**src/rtl/parity_count_sequencer.sv**
```systemverilog
// Round sequencer for an odd/even counter datapath.
// Drives mode/enable/clear and keeps a cycle-exact shadow of the counter value.
module parity_count_sequencer #(
    parameter int WIDTH = 4,
    parameter int LEN_W = 4
) (
    input  logic             Clock,
    input  logic             Clear,
    input  logic             start,
    input  logic [LEN_W-1:0] even_len,
    input  logic [LEN_W-1:0] odd_len,
    input  logic [LEN_W-1:0] rounds,
    output logic             busy,
    output logic             done,
    output logic             M,
    output logic             dp_en,
    output logic             dp_clear_n,
    output logic [WIDTH-1:0] Q,
    output logic [LEN_W-1:0] remaining
);

    typedef enum logic [2:0] {
        S_IDLE,
        S_LOAD,
        S_EVEN,
        S_ODD,
        S_DONE
    } state_t;

    localparam logic [LEN_W-1:0] L_ZERO  = '0;
    localparam logic [LEN_W-1:0] L_ONE   = LEN_W'(1);
    localparam logic [WIDTH-1:0] Q_TWO   = WIDTH'(2);
    localparam logic [WIDTH-2:0] IDX_ONE = (WIDTH-1)'(1);

    state_t           state_q, state_d;
    logic [WIDTH-1:0] q_q, q_d;
    logic [WIDTH-2:0] idx_q, idx_d;
    logic [LEN_W-1:0] rem_q, rem_d;
    logic [LEN_W-1:0] rnd_q, rnd_d;
    logic [LEN_W-1:0] elen_q, elen_d;
    logic [LEN_W-1:0] olen_q, olen_d;
    logic [LEN_W-1:0] rlen_q, rlen_d;

    always_ff @(posedge Clock) begin
        if (!Clear) begin
            state_q <= S_IDLE;
            q_q     <= '0;
            idx_q   <= '0;
            rem_q   <= '0;
            rnd_q   <= '0;
            elen_q  <= '0;
            olen_q  <= '0;
            rlen_q  <= '0;
        end else begin
            state_q <= state_d;
            q_q     <= q_d;
            idx_q   <= idx_d;
            rem_q   <= rem_d;
            rnd_q   <= rnd_d;
            elen_q  <= elen_d;
            olen_q  <= olen_d;
            rlen_q  <= rlen_d;
        end
    end

    always_comb begin
        state_d = state_q;
        q_d     = q_q;
        idx_d   = idx_q;
        rem_d   = rem_q;
        rnd_d   = rnd_q;
        elen_d  = elen_q;
        olen_d  = olen_q;
        rlen_d  = rlen_q;
        unique case (state_q)
            S_IDLE: begin
                if (start) begin
                    elen_d  = even_len;
                    olen_d  = odd_len;
                    rlen_d  = rounds;
                    state_d = S_LOAD;
                end
            end
            S_LOAD: begin
                q_d   = '0;
                idx_d = '0;
                rnd_d = rlen_q;
                if (rlen_q == L_ZERO || (elen_q == L_ZERO && olen_q == L_ZERO)) begin
                    rem_d   = '0;
                    state_d = S_DONE;
                end else if (elen_q != L_ZERO) begin
                    rem_d   = elen_q;
                    state_d = S_EVEN;
                end else begin
                    rem_d   = olen_q;
                    state_d = S_ODD;
                end
            end
            S_EVEN: begin
                q_d   = q_q + Q_TWO;
                rem_d = rem_q - L_ONE;
                if (rem_q == L_ONE) begin
                    if (olen_q != L_ZERO) begin
                        rem_d   = olen_q;
                        state_d = S_ODD;
                    end else begin
                        rnd_d = rnd_q - L_ONE;
                        if (rnd_q == L_ONE) begin
                            state_d = S_DONE;
                        end else begin
                            rem_d = elen_q;
                        end
                    end
                end
            end
            S_ODD: begin
                q_d   = {idx_q, 1'b1};
                idx_d = idx_q + IDX_ONE;
                rem_d = rem_q - L_ONE;
                if (rem_q == L_ONE) begin
                    rnd_d = rnd_q - L_ONE;
                    if (rnd_q == L_ONE) begin
                        state_d = S_DONE;
                    end else if (elen_q != L_ZERO) begin
                        rem_d   = elen_q;
                        state_d = S_EVEN;
                    end else begin
                        rem_d = olen_q;
                    end
                end
            end
            S_DONE: begin
                state_d = S_IDLE;
            end
            default: begin
                state_d = S_IDLE;
            end
        endcase
    end

    assign busy       = (state_q != S_IDLE);
    assign done       = (state_q == S_DONE);
    assign M          = (state_q == S_ODD);
    assign dp_en      = (state_q == S_EVEN) || (state_q == S_ODD);
    assign dp_clear_n = (state_q != S_LOAD);
    assign Q          = q_q;
    assign remaining  = rem_q;

endmodule

```
**config.mk**
```make
export PLATFORM = sky130hd
export DESIGN_NAME = parity_count_sequencer
export DESIGN_NICKNAME = d
export VERILOG_FILES = /design/src/rtl/parity_count_sequencer.sv
export SDC_FILE = /design/constraint.sdc
export NUM_CORES = 1
export LEC_CHECK = 0
export ABC_AREA = 1
export BUFFER_PORTS_ARGS = -buffer_cell sky130_fd_sc_hd__buf_4
export CORE_MARGIN = 5
export CORE_UTILIZATION = 53
export CTS_BUF_LIST = sky130_fd_sc_hd__clkbuf_8
export DETAILED_ROUTE_END_ITERATION = 16
export GPL_TIMING_DRIVEN = 0
export HOLD_SLACK_MARGIN = 0.02
export PLACE_DENSITY_LB_ADDON = 0.3
export SYNTH_ARGS = -nofsm -noshare
export SYNTH_HDL_FRONTEND = slang
export SYNTH_SLANG_ARGS = --single-unit
```
**constraint.sdc**
```tcl
create_clock -name Clock -period 1.4 [get_ports Clock]
set_input_delay 0.21 -clock Clock [delete_from_list [all_inputs] [get_ports Clock]]
set_output_delay 0.21 -clock Clock [all_outputs]
set_load 0.03 [all_outputs]
```
==> results.ini <==
[outcome]
outcome=finished with violations
violations=setup timing

[floorplan]
die_w_um=69.5
design.portCount=28
die-area_sq_mm=0.00484
start_util_pct=55.4
die-height_um=69.5
row_count=21
core_area_sq_mm=0.00339

[global_route]
grt_pass1_wl_um=7870
grt_max_degree=11
grt_overflow_total=0
antenna_found_initial=0
grt_usage_pct=19.5
grt_pass1_vias=1848

[cts]
cts_max_level=2
cts_num_sinks=30
cts_buffers=5
clk_path_buf_depth=2
clock-root-buffer=clkbuf_8
cts-hold-fix-buffers=0
cts_tree=yes
clk_pin_slew_ns=0.06
clock_latency_ns=0.29

[worst_setup_path]
r2r_end=remaining[3]
cp_data_required_time_ns=1.60
critPathSlowestCell=dfxtp_2
max_stage_delay_ns=0.35
crit_chain=inv_4, ha_4, buf_4, nand3_4, buf_4, nand2_1, nand2_1, nand2_1, nand2_1, nand2_1, a21oi_1
cp-start-kind=register
worstReg2RegStart=rnd_q[1]
crit_fanout=7
r2r_slack_ns=-0.17
crit_type=register to register
cpMostUsedCell=nand2_1
arrival_ns=1.77
ff2ff_path_depth=11
end_kind=register

[logic_synthesis]
ys_ff_latch=30
ys_top_cells_by_area=dfxtp_1 32%, nand2_1 14%, inv_1 8.0%
syn_area_sq_mm=0.00188
synth.top_cell.area_share_pct=32.0
yosysTopAreaCell=dfxtp_1
seq_area_frac_synth_pct=32.0
syn_nets=311
syn_inst=290
synth.distinct_cells=31
yosys_warnings=0
syn_area_per_cell_sq_um=6.48

[place]
port_buffers=27
preCtsSetupSlack_ns=-0.195
place_area_sq_mm=0.00215
gp_congestion=0.960
dp.cells=363
dp_hpwl_um=3370

[drt]
num_vias=2148
firstDrtPassIters=7
drc=0
first_iter_violations=168
drt-total-wl_um=5350
detail-route-antenna-nets=0
via_per_inst=5.52
wl_per_cell_um=13.8

[timing]
slew_headroom_pct=71.6
fin_crit_sh_pct=112
clock.fmax_mhz=637
hold_viol_final=0
worst_slack_ns=-0.171
slew_violations=0
rsz0062_at_grt=true
worst_pin_slew_ns=0.426
finalSetupViolCount=7
fin_crit_ns=1.57
clock_skew_ns=0.00445

[min_path]
holdPathStages=3
worst_hold_path_type=input port to register
min_to=elen_q[1]
worstHoldStart=even_len[1]

[power]
powerDensity_mw_per_mm2=2300
vdd_drop_max_mv=1.26
p_leak_nw=1.18

[layout]
antennaDiodeCount=0
stdcell_area_sq_mm=0.00254
drive_above_1_share_pct=33.2
nets=364
syn_to_final_growth_pct=35.4
fin_cells=389

[run]
drv_cap=0

==> power by group <==
part | internal, mW | switching [mW] | leakage [nW]
combinational | 1.42 | 2.35 | 0.885
sequential | 1.16 | 0.267 | 0.251
clock | 0.327 | 0.322 | 0.0466
total | 2.92 | 2.94 | 1.18
==> timing repair <==
item / 4_1_cts / 5_1_grt
setup endpoints to repair: 22 / 19
buffers inserted: 4 / 15
pin swaps: 5 / 16
gates resized for setup: 26 / 34
==> cell usage after synthesis, drive strengths merged <==
library cell / instances
xor2: 1
buf: 3
o21ai: 31
nand4: 3
dfxtp: 30
clkinv: 1
nor3: 2
nand2: 79
a22oi: 1
ha: 6
nor2: 33
o221ai: 2
inv: 44
clkbuf: 2
a21oi: 25
nor3b: 1
nand3: 24
xnor2: 2
==> flip-flops by register name (all words and copies together) (netlist names) <==
| signal | cells |
|---|---|
| Q | 4 |
| elen_q | 4 |
| idx_q | 3 |
| olen_q | 4 |
| remaining | 4 |
| rlen_q | 4 |
| rnd_q | 4 |
| state_q | 3 |
==> stage by stage <==
stage | util [%] | hold slack [ns] | TNS, ns | total power, mW
floorplan | - | 0.348 | -0.0428 | 3.53
global placement | 63.3 | 0.464 | -0.781 | 4.18
detailed placement | 63.3 | 0.464 | -1.21 | 4.23
CTS | 69.1 | 0.202 | -0.0420 | 5.16
global route | 75.1 | 0.227 | -1.02 | 6.25
finish | 75.1 | 0.202 | -0.439 | 5.86
==> cells in the final DEF, fill, tap and decap left out, drive strengths merged <==
master	synthesis	layout
nand4	3	3
clkinvlp	0	1
clkbuf	2	7
xnor2	2	2
xor2	1	1
nor3	2	2
nor3b	1	1
nand2	79	79
a22oi	1	1
a21oi	25	25
clkinv	1	1
nor2	33	33
nand3	24	24
buf	3	49
dfxtp	30	30
inv	44	45
o21ai	31	31
o221ai	2	2
ha	6	6
==> worst max path at each step <==
stage	from	end	depth (start not counted)
floorplan	remaining[0]	state_q[0]	7
global placement	rnd_q[1]	state_q[0]	8
detailed placement	rnd_q[1]	state_q[0]	8
CTS	state_q[2]	dp_clear_n	5
global route	rnd_q[1]	remaining[3]	11
finish	rnd_q[1]	remaining[3]	11
==> critical path: cells and delay by family (launching register included) <==
kind / cells / cell delay (ns)
simple gates: 6 / 0.45
fa+ha+maj: 1 / 0.17
flops: 1 / 0.35
compound gates: 1 / 0.18
buf+inv: 3 / 0.33
==> layout make-up <==
class | instances | area [sq um]
repair buffers | 46 | 357
clock inverters | 2 | 7.51
well taps | 46 | 57.6
flip-flops and latches | 30 | 623
inverters | 45 | 193
clock buffers | 5 | 68.8
multi-input cells | 210 | 1200
fillers | 258 | 845
plain buffers | 5 | 35.0
==> metal layers <==
metal  vias up  routed length, um  GRT usage (%)
met3        28                455           6.23
met4         0                167           6.07
met5         -                  0              0
met2       130               2560           34.1
met1       948               2170           22.5
li1       1042                  -              -
==> cells by family (layout without fill, tap and decap cells) <==
logic type	count (synthesis)	in the layout	share of synthesized area, %
and+or+nand+nor	142	142	35.1
buffers and inverters	50	103	10.9
DFF	30	30	32.0
adders and majority gates	6	6	3.99
AOI/OAI and AO/OA	59	59	16.6
xor gates and xnor gates	3	3	1.40
No activity file was read; power rests on OpenSTA's default activity.
